`config.mk`:
```
export PLATFORM = sky130hd
export DESIGN_NAME = bnn_xnor_popcount_acc
export DESIGN_NICKNAME = d
export VERILOG_FILES = /design/src/rtl/bnn_xnor_popcount_acc.sv
export SDC_FILE = /design/constraint.sdc
export NUM_CORES = 1
export LEC_CHECK = 0
export CAP_MARGIN = 0
export CORE_ASPECT_RATIO = 0.8
export CORE_MARGIN = 2
export CORE_UTILIZATION = 38
export CTS_CLUSTER_SIZE = 40
export DETAILED_ROUTE_END_ITERATION = 10
export SLEW_MARGIN = 20
export SYNTH_ARGS = -nofsm -noshare
export SYNTH_HDL_FRONTEND = slang
export SYNTH_SLANG_ARGS = --single-unit
```
`constraint.sdc`:
```
create_clock -name iCLK -period 6.55 [get_ports iCLK]
set_input_delay 0.9825 -clock iCLK [delete_from_list [all_inputs] [get_ports iCLK]]
set_output_delay 0.9825 -clock iCLK [all_outputs]
set_load 0.01 [all_outputs]
```
`src/rtl/bnn_xnor_popcount_acc.sv`:
```
// Pipelined XNOR/popcount dot-product engine for binary neural networks.
// Accumulates multi-beat vectors and emits popcount or signed +/-1 dot product with threshold.
module bnn_xnor_popcount_acc #(
  parameter int WL    = 112,
  parameter int ACC_W = 16
) (
  input  logic             iCLK,
  input  logic             iRSTn,
  input  logic             iEN,
  input  logic             ivalid,
  input  logic             ilast,
  input  logic [WL-1:0]    idata,
  input  logic [WL-1:0]    iweight,
  input  logic [WL-1:0]    imask,
  input  logic             imode,
  input  logic [ACC_W-1:0] ithresh,
  output logic             ovalid,
  output logic [ACC_W-1:0] odata,
  output logic             osign,
  output logic             ooverflow
);

  localparam int PC_W = $clog2(WL + 1);
  localparam logic [ACC_W:0]          SAT_MAX = {2'b00, {(ACC_W-1){1'b1}}};
  localparam logic signed [ACC_W+1:0] D_MAX   = {3'b000, {(ACC_W-1){1'b1}}};
  localparam logic signed [ACC_W+1:0] D_MIN   = {3'b111, {(ACC_W-1){1'b0}}};

  function automatic logic [PC_W-1:0] popcnt(input logic [WL-1:0] v);
    logic [PC_W-1:0] c;
    c = '0;
    for (int i = 0; i < WL; i++) c = c + PC_W'(v[i]);
    return c;
  endfunction

  logic [WL-1:0] xm_next;
  genvar gi;
  generate
    for (gi = 0; gi < WL; gi++) begin : g_xnor
      assign xm_next[gi] = ~(idata[gi] ^ iweight[gi]) & imask[gi];
    end
  endgenerate

  // S1
  logic             s1_valid_reg, s1_last_reg, s1_mode_reg;
  logic [WL-1:0]    s1_xm_reg, s1_mk_reg;
  logic [ACC_W-1:0] s1_thresh_reg;
  // S2
  logic             s2_valid_reg, s2_last_reg, s2_mode_reg;
  logic [PC_W-1:0]  s2_pop_reg, s2_nb_reg;
  logic [ACC_W-1:0] s2_thresh_reg;
  // S3 accumulators and result
  logic [ACC_W-1:0] acc_pop_reg, acc_n_reg;
  logic             ovf_acc_reg;
  logic             res_valid_reg, res_sign_reg, res_ovf_reg;
  logic [ACC_W-1:0] res_data_reg;
  // Output
  logic             ovalid_reg, osign_reg, ooverflow_reg;
  logic [ACC_W-1:0] odata_reg;

  logic [ACC_W:0]          sp_raw, sn_raw;
  logic                    sat_p, sat_n;
  logic [ACC_W-1:0]        sp_next, sn_next;
  logic signed [ACC_W+1:0] dot_raw;
  logic                    dot_hi, dot_lo;
  logic [ACC_W-1:0]        res_data_next;
  logic                    res_sign_next, res_ovf_next;

  always_comb begin
    sp_raw  = {1'b0, acc_pop_reg} + (ACC_W+1)'(s2_pop_reg);
    sn_raw  = {1'b0, acc_n_reg} + (ACC_W+1)'(s2_nb_reg);
    sat_p   = sp_raw > SAT_MAX;
    sat_n   = sn_raw > SAT_MAX;
    sp_next = sat_p ? SAT_MAX[ACC_W-1:0] : sp_raw[ACC_W-1:0];
    sn_next = sat_n ? SAT_MAX[ACC_W-1:0] : sn_raw[ACC_W-1:0];
    // Two extra bits cover the full 2*sp - sn range before clamping.
    dot_raw = $signed({1'b0, sp_next, 1'b0}) - $signed({2'b00, sn_next});
    dot_hi  = dot_raw > D_MAX;
    dot_lo  = dot_raw < D_MIN;
    if (!s2_mode_reg)
      res_data_next = sp_next;
    else if (dot_hi)
      res_data_next = D_MAX[ACC_W-1:0];
    else if (dot_lo)
      res_data_next = D_MIN[ACC_W-1:0];
    else
      res_data_next = dot_raw[ACC_W-1:0];
    res_sign_next = $signed(res_data_next) >= $signed(s2_thresh_reg);
    res_ovf_next  = ovf_acc_reg | sat_p | sat_n | (s2_mode_reg & (dot_hi | dot_lo));
  end

  always_ff @(posedge iCLK or negedge iRSTn) begin
    if (!iRSTn) begin
      s1_valid_reg  <= 1'b0;
      s1_last_reg   <= 1'b0;
      s1_mode_reg   <= 1'b0;
      s1_xm_reg     <= '0;
      s1_mk_reg     <= '0;
      s1_thresh_reg <= '0;
      s2_valid_reg  <= 1'b0;
      s2_last_reg   <= 1'b0;
      s2_mode_reg   <= 1'b0;
      s2_pop_reg    <= '0;
      s2_nb_reg     <= '0;
      s2_thresh_reg <= '0;
      acc_pop_reg   <= '0;
      acc_n_reg     <= '0;
      ovf_acc_reg   <= 1'b0;
      res_valid_reg <= 1'b0;
      res_data_reg  <= '0;
      res_sign_reg  <= 1'b0;
      res_ovf_reg   <= 1'b0;
      ovalid_reg    <= 1'b0;
      odata_reg     <= '0;
      osign_reg     <= 1'b0;
      ooverflow_reg <= 1'b0;
    end else if (iEN) begin
      s1_valid_reg  <= ivalid;
      s1_last_reg   <= ivalid & ilast;
      s1_mode_reg   <= imode;
      s1_xm_reg     <= xm_next;
      s1_mk_reg     <= imask;
      s1_thresh_reg <= ithresh;

      s2_valid_reg  <= s1_valid_reg;
      s2_last_reg   <= s1_last_reg;
      s2_mode_reg   <= s1_mode_reg;
      s2_pop_reg    <= popcnt(s1_xm_reg);
      s2_nb_reg     <= popcnt(s1_mk_reg);
      s2_thresh_reg <= s1_thresh_reg;

      if (s2_valid_reg) begin
        if (s2_last_reg) begin
          acc_pop_reg <= '0;
          acc_n_reg   <= '0;
          ovf_acc_reg <= 1'b0;
        end else begin
          acc_pop_reg <= sp_next;
          acc_n_reg   <= sn_next;
          ovf_acc_reg <= ovf_acc_reg | sat_p | sat_n;
        end
      end
      res_valid_reg <= s2_valid_reg & s2_last_reg;
      if (s2_valid_reg && s2_last_reg) begin
        res_data_reg <= res_data_next;
        res_sign_reg <= res_sign_next;
        res_ovf_reg  <= res_ovf_next;
      end

      // Final register stage; fields hold between strobes.
      ovalid_reg <= res_valid_reg;
      if (res_valid_reg) begin
        odata_reg     <= res_data_reg;
        osign_reg     <= res_sign_reg;
        ooverflow_reg <= res_ovf_reg;
      end
    end
  end

  // A pending strobe waits out a stall and shows once iEN is back.
  assign ovalid    = ovalid_reg & iEN;
  assign odata     = odata_reg;
  assign osign     = osign_reg;
  assign ooverflow = ooverflow_reg;

endmodule

```
* Yosys cells after proc, flatten, opt, wreduce, memory -nomap -nowiden *
Index checks and enable logic that the tools add are counted.

word-level totals
  flip-flop bits (word level) = 347
  bits in latches = 0
  RAM bits = 0
  ROM bits = 0
  input bits = 358
  output and inout port bits = 19
  word-level logic and storage cells = 609
  memories = 0

cells by class
  add/subtract/negate cells = 225
  multipliers = 0
  divide/modulo/power cells = 0
  $lt $le $gt $ge = 5
  equality and inequality tests = 0
  shifts and indexed selects = 0
  mux-type cells = 8
  bitwise operators = 344
  reductions and logical operators = 4

operators with widths
  cell                                                              count
  adder 7 x 1 -> 7 bit                                              210
  bitwise AND 1 bit                                                 116
  two-way mux 16 bit                                                7
  NOT 1 bit                                                         112
  XOR 1 bit                                                         112
  adder 16 x 7 -> 17 bit                                            2
  greater-than comparator 17 x 15 -> 1 bit (second input constant)  2
  greater-than comparator 18 x 16 -> 1 bit (second input constant)  1
  less-than comparator 18 x 16 -> 1 bit (second input constant)     1
  subtractor 17 x 16 -> 18 bit                                      1
  greater-or-equal comparator 16 bit                                1
  adder 6 x 1 -> 7 bit                                              2
  adder 5 x 1 -> 6 bit                                              2
  adder 4 x 1 -> 5 bit                                              2
  adder 3 x 1 -> 4 bit                                              2
  adder 2 x 1 -> 3 bit                                              2
  AND reduction 2 bit                                               3
  adder 1 x 1 -> 2 bit                                              2
  bitwise OR 1 bit                                                  4
  logical AND 1 bit                                                 1
  two-way mux 1 bit                                                 1

* Logic depth before layout (Yosys ltp) *
Gate-level depths: netlist of the first run.

  depth after elaboration = 111
  gate-level depth with buffers = 32
  mapped depth without buffers = 30

* Least setup slack after synthesis of the first run *
Ideal clock, no wire load.

  kind = register to register
  from = register s1_mk_reg[89]
  to = register s2_nb_reg[6]
  setup time = 0.125 ns
  arrival time = 6.287 ns
  data required time = 6.425 ns
  setup slack = 0.138 ns
  stages on the path, launching flop included = 23
  buffers on the path = 0
  period minus slack after synthesis = 6.412 ns
  cells stage by stage = dfrtp_1 fa_1 inv_1 fa_1 fa_1 inv_1 fa_1 fa_1 inv_1 fa_1 inv_1 fa_1 fa_1 fa_1 inv_1 fa_1 nor2b_1 o21ai_0 nand2b_1 a21o_1 a21oi_1 xnor2_1 mux2_2

between the ends
  word-level cells in the longest chain between the ends = 23

RTL lines
  what                                 line  RTL
  from (decl)                          45    logic [WL-1:0] s1_xm_reg, s1_mk_reg;
  from (signal assigned)               121   s1_mk_reg <= imask;
  adder 7 x 1 -> 7 bit (23 in series)  31    for (int i = 0; i < WL; i++) c = c + PC_W'(v[i]);
  to (signal assigned)                 128   s2_nb_reg <= popcnt(s1_mk_reg);
  to (decl)                            49    logic [PC_W-1:0] s2_pop_reg, s2_nb_reg;

No other way between the ends.
A chain may end at the register's enable or synchronous reset.

* Final worst setup path of the first run *
  from = register s1_mk_reg[101]
  to = register s2_nb_reg[6]

between the ends
  word-level cells in the longest chain between the ends = 11

RTL lines
  what                                 line
  adder 7 x 1 -> 7 bit (11 in series)  31

No other way between the ends.

==> results of run 1 <==
[synthesized netlist by cell type, types with 12 or more instances]
library cell	instances	share of area, %
inv_1	468	8.0
dfrtp_1	347	39
fa_1	203	18
nand2_1	184	3.1
o21ai_0	165	3.8
xor2_1	124	4.9
o22ai_1	121	3.4
ha_1	81	4.6
nor2_1	56	0.96
mux2_2	53	2.7
a21oi_1	52	1.2
clkbuf_1	52	0.89
a21o_1	27	0.92
xnor2_1	23	0.92
nand3_1	19	0.43
a22o_1	14	0.56
nand2b_1	14	0.40
nor2b_1	13	0.37
buf_1	12	0.20
[cell families after synthesis]
family	Yosys count
buf+inv	537
compound gates	455
flops	347
simple gates	339
fa+ha+maj	284
xor+xnor	147
mux	54
other cells	1
[final cells by class]
cell class / instances / area share, %
Timing Repair Buffer: 489 / 16.2
Antenna cell: 3 / 0.0260
Multi-Input combinational cell: 1280 / 39.7
Clock buffer: 56 / 4.18
Sequential cell: 347 / 30.1
Clock inverter: 16 / 0.447
Tap cell: 760 / 3.30
Inverter: 468 / 6.09
[stage by stage]
step | cell area (sq um) | std cells | worst slack, ns | hold slack (ns) | util (%)
3_5_place_dp | 27300 | 3339 | -0.244 | 0.473 | 47.9
2_1_floorplan | 22000 | 2164 | 0.138 | 0.442 | -
3_3_place_gp | 27300 | 3339 | -0.237 | 0.469 | 47.9
6_report | 28800 | 3419 | -0.158 | 0.431 | 50.6
5_1_grt | 28800 | 3417 | -0.337 | 0.499 | 50.6
4_1_cts | 28700 | 3414 | -0.146 | 0.485 | 50.3
[worst max-delay path by stage]
stage	start	end	slack, ns	cells after the start
6_report	s1_mk_reg[101]	s2_nb_reg[6]	-0.16	22
5_1_grt	s1_xm_reg[77]	s2_pop_reg[6]	-0.34	25
4_1_cts	s1_mk_reg[101]	s2_nb_reg[6]	-0.15	23
3_5_place_dp	s1_mk_reg[89]	s2_nb_reg[6]	-0.24	22
3_3_place_gp	s1_xm_reg[0]	s2_pop_reg[6]	-0.24	21
2_1_floorplan	s1_mk_reg[89]	s2_nb_reg[6]	0.14	22
[timing repair]
item	in CTS	in global routing
buffers inserted	4	2
pin swaps	36	39
setup endpoints to repair	7	10
gates resized for setup	26	32
[worst reg2reg max path, cell delays in order (launching register included)]
cell      delay (ns)
dfrtp_1         0.40
fa_1            0.56
inv_2           0.05
fa_2            0.35
fa_1            0.54
inv_1           0.05
fa_1            0.50
fa_1            0.57
inv_2           0.06
fa_1            0.53
inv_1           0.05
fa_1            0.54
fa_1            0.46
fa_1            0.58
inv_1           0.07
fa_2            0.39
nor2b_1         0.13
o21ai_1         0.07
nand2b_1        0.10
a21o_1          0.14
a21oi_2         0.07
xnor2_1         0.12
mux2_4          0.25
[layout by cell type, fill, tap and decap left out, types with 15 or more instances in the layout]
cell | synthesis | layout
inv_1 | 468 | 453
clkdlybuf4s50_1 | 0 | 374
dfrtp_1 | 347 | 347
fa_1 | 203 | 189
nand2_1 | 184 | 184
o21ai_0 | 165 | 163
xor2_1 | 124 | 122
o22ai_1 | 121 | 121
buf_4 | 1 | 108
ha_1 | 81 | 78
nor2_1 | 56 | 56
mux2_2 | 53 | 47
a21oi_1 | 52 | 44
clkbuf_16 | 0 | 42
a21o_1 | 27 | 27
xnor2_1 | 23 | 23
nand3_1 | 19 | 19
a21oi_2 | 10 | 18
inv_2 | 0 | 15
[layer usage]
layer | up-vias | share of wire, %
met3 | 58 | 5.0
met1 | 8108 | 49
met2 | 377 | 44
met5 | - | 0
met4 | 0 | 1.8
li1 | 7823 | -
==> metrics, run 1 <==
GPL Wtd Cong=0.859; Post-DP HPWL=48,000 um; CP Class=reg -> reg; TritonCTS clock tree=yes; post-synthesis compound-gate area fraction=12.7%; data required time of the worst path=6.97 ns; Mapped Area=22,000 sq um; Fin. Hold Viols=0; maximum number of pins on one net before global-route repair=149; status=complete, but fails checks; Crit Reg-Reg Startpoint=s1_mk_reg[101]; via count=16.4k; CP cell instances=fa_1 > inv_2 > fa_2 > fa_1 > inv_1 > fa_1 > fa_1 > inv_2 > fa_1 > inv_1 > fa_1 > fa_1 > fa_1 > inv_1 > fa_2 > nor2b_1 > o21ai_1 > nand2b_1 > a21o_1 > a21oi_2 > xnor2_1 > mux2_4; post-synth cell types=65; met1 Use GR=31.3%; Post-DRT Antenna Nets=0; sequential cell area=8680 sq um; crit end category=flop; R2R cell count=22; DR pass1 iterations=5; crit path max fanout=2; CP max stage delay=0.58 ns; crit path time final=6.71 ns; share of post-route cells with drive strength above 1=11.7%; RSZ-0062 raised after global routing=true; setup TNS=-0.412 ns; Nets=3,268; Die Span Y=219 um; syn_area_per_cell=10.2 sq um; CTS clk-pin slew, worst paths=0.06 ns; most used cell along the critical path=fa_1; Max Cap Viol=0; clk_lat worst skew=0.56 ns; fill count=5,233; arrival time at the worst endpoint=7.13 ns; Tightest Pin Transition=1.10 ns; met3 usage in global routing=3.14%; CP max-delay cell=fa_1; Buf/Inv on CP=5; initial DRC count=978; max-slew violation count=0; worst setup margin=-0.158 ns; wire per inst=17.8 um; first-pass GRT wire length=97,600 um; die area=59,900 sq um; Core Box Area=57,000 sq um; Cells after Synth=2,164; FF+latch count, synth=347; Post-synth EDFFs=0; met2 usage=32.0%; global route total overflow=0; FP Rows=78; post-synthesis sequential area ratio=39.5%; Worst R2R Setup Slack=-0.16 ns; clk root buf=clkbuf_16; GR peak layer=met2; Area growth, synth to finish=31.0%; Worst setup SP type=flop; family with the most delay on the worst path=adder cells; gr usage total=20.9%; vias in the first global route=17.7k; Worst slew margin=26.3%; Final Skew=0.0259 ns; failing checks=negative setup slack; Sink Count=347; Hold Crit Class=in -> async; area share of fa/ha/maj cells after synthesis=23.1%; Synth Area in Simple Gates=6.88%; syn nets=2,806; YS warnings=0; area of the multi-input gates=11,400 sq um; Die Wd=273 um; number of remaining DRC errors=0; initial antenna violation count=2; Reg-to-Reg End=s2_nb_reg[6]; FFs w/ async S/R, synth=100%; final number of setup-violating endpoints=5; initial cell density of the core=38.6%; clock buffer depth=3; H-Tree Depth=2; Final period util=102%; Fmax=0.149 GHz; largest family of logic cells by synthesized area=adder cells; Post-Route WL=60,700 um; multiplexer area fraction after synthesis=2.76%; post-DR vias/cell=4.79; I/O Buffers=376; IO Pins=377; Top FF cell, synth=dfrtp_1; XOR/XNOR Fraction of Synth Area=5.85%; Post-CTS Hold Fix Bufs=0; CTS buffer count=40
Power of run 1 is not shown: default switching activity piles up to over one toggle a cycle in this logic, so the estimate is an artifact.
==> run 2: changes to the inputs <==
- CORE_UTILIZATION: 38 -> 45
- PLACE_DENSITY: default -> 0.72
==> run 2 against run 1 <==
Effect of this change:
- the run still ends with negative setup slack left
- sequential cell count did not move
- utilization is 8.6 points higher
- critical path depth grew 1
- worst hold slack got worse by 0.013 ns
- die area is 15% lower
- global-route usage is 3.4 points higher
==> metrics, run 2 (same netlist as run 1, synthesis figures left out) <==
status=complete, but fails checks; failing checks=negative setup slack; initial cell density of the core=45.6% (+7.0 points); FP Rows=72 (-7.7%); CP Class=reg -> reg; Die Wd=251 um (-8.0%); Area growth, synth to finish=29.9%; via count=16.6k (+1.5%); IO Pins=377 (unchanged); Post-DP HPWL=47,000 um (-2.2%); CP cell instances=fa_1 > inv_2 > fa_1 > inv_2 > fa_1 > inv_1 > fa_2 > fa_2 > fa_2 > fa_2 > fa_2 > fa_2 > inv_2 > ha_4 > inv_2 > fa_2 > nor2b_1 > o21ai_1 > nand2b_1 > a21o_1 > a21oi_2 > xnor2_1 > mux2_2; DR pass1 iterations=8 (+3); clk_lat worst skew=0.57 ns (about the same); clk root buf=clkbuf_16; Worst R2R Setup Slack=-0.20 ns (-0.04 ns); number of remaining DRC errors=0 (unchanged); hold slack=0.418 ns (-0.0128 ns); Core Box Area=48,300 sq um (-15%); arrival time at the worst endpoint=7.20 ns (+0.07 ns); Sink Count=347 (unchanged); CP max-delay cell=fa_2; Post-Route WL=59,500 um (-2.0%); commonest non-fill, non-tap cell in the layout=inv_1; Post-CTS Hold Fix Bufs=0 (unchanged); CTS buffer count=38 (-5.0%); gr usage total=24.3% (+3.4 points); GPL Wtd Cong=0.900 (+4.8%); Post-DRT Antenna Nets=0 (unchanged); initial antenna violation count=5 (+3); clock buffer depth=3 (unchanged); Worst setup SP type=flop; Die Span Y=202 um (-8.0%); share of post-route cells with drive strength above 1=12.2% (+0.44 points); most used cell along the critical path=fa_2; Fmax=0.148 GHz (-0.56%); H-Tree Depth=2 (unchanged); max-slew violation count=0 (unchanged); post-layout instance area=28,600 sq um (-0.80%); data required time of the worst path=7.01 ns (+0.04 ns); post-DR vias/cell=5.06 (+5.7%); Nets=3,264 (-0.12%); initial DRC count=1,048 (+7.2%); fill count=4,029 (-23%); Hold Crit Class=in -> async; final number of setup-violating endpoints=5 (unchanged); Final period util=103% (+0.58 points); Max Cap Viol=0 (unchanged); I/O Buffers=376 (unchanged); Fin. Hold Viols=0 (unchanged); Final Skew=0.0343 ns (+0.00842 ns); crit path max fanout=2 (unchanged); worst setup margin=-0.196 ns (-0.0378 ns); most frequent cells in the layout=inv_1, clkdlybuf4s50_1, dfrtp_1; Worst slew margin=33.4% (+7.0 points); CP max stage delay=0.58 ns (about the same); vias in the first global route=17.9k (+1.5%); dpl cell area=27,100 sq um (-0.57%); CTS clk-pin slew, worst paths=0.07 ns (about the same); RSZ-0062 raised after global routing=true; maximum number of pins on one net before global-route repair=240 (+61%); global route total overflow=0 (unchanged); crit end category=flop; setup TNS=-0.472 ns (-0.0594 ns); TritonCTS clock tree=yes; first-pass GRT wire length=96,100 um (-1.5%); wire per inst=18.1 um (+2.1%); die area=50,700 sq um (-15%); Tightest Pin Transition=0.999 ns (-0.101 ns); crit path time final=6.75 ns (+0.0378 ns)
-- run 2: cell count changes in the layout (fill, tap and decap cells not counted), moves of 3 or more --
cell       change
clkinv_2       -4
inv_2          +9
inv_1          -9
fa_2          +11
fa_1          -11
mux2_2         +3
mux2_4         -3
buf_6          -3
clkbuf_16      -3
-- run 2: per-layer routing --
metal	routed length, um	part of all wire (%)	global-route usage, %
met5	10	0.017	0
met4	1550	2.6	7.27
met2	26300	44	36.5
met3	4260	7.2	5.13
met1	27400	46	35.5
-- run 2: area by class of cell --
cell class / count / area, sq um / area share (%)
repair buffers: 487 / 4630 / 16.2
well taps: 629 / 787 / 2.75
flip-flops and latches: 347 / 8680 / 30.4
clock buffers: 53 / 1120 / 3.91
multi-input cells: 1280 / 11400 / 39.9
diodes: 4 / 10.0 / 0.0350
clock inverters: 15 / 183 / 0.639
inverters: 468 / 1760 / 6.14
-- run 2: worst max-delay path, delay by kind of cell, from the launching register on --
| kind | cells | cell delay, ns |
|---|---|---|
| XOR/XNOR | 1 | 0.12 |
| multiplexers | 1 | 0.25 |
| flip-flops | 1 | 0.40 |
| adder cells (fa/ha/maj) | 11 | 5.15 |
| AND/OR/NAND/NOR | 2 | 0.21 |
| buffers and inverters | 5 | 0.27 |
| AO/OA/AOI/OAI | 3 | 0.25 |
-- run 2: repair_timing --
action / 4_1_cts / 5_1_grt
endpoints found under the setup margin: 6 / 11
gates resized for setup: 31 / 38
pin swaps: 36 / 65
buffers inserted: 1 / 1
-- run 2: path summary, 6_finish.rpt --
kind	from	depth (start not counted)	end
setup reg to reg	s1_xm_reg[21]	23	s2_pop_reg[6]
min in group iCLK	s1_thresh_reg[11]	2	s2_thresh_reg[11]
hold reg to reg	s1_thresh_reg[11]	2	s2_thresh_reg[11]
max in group asynchronous	iRSTn	2	res_valid_reg
hold / removal	iRSTn	1	s1_xm_reg[88]
setup / recovery	s1_xm_reg[21]	23	s2_pop_reg[6]
-- run 2: metrics by stage --
stage,worst slack (ns),cells,utilization (%)
2_1_floorplan,0.138,2164,-
3_3_place_gp,-0.205,3209,56.2
3_5_place_dp,-0.271,3209,56.2
4_1_cts,-0.176,3278,59.0
5_1_grt,-0.396,3282,59.2
6_report,-0.196,3283,59.2
Power of run 2 is left out for the same reason.
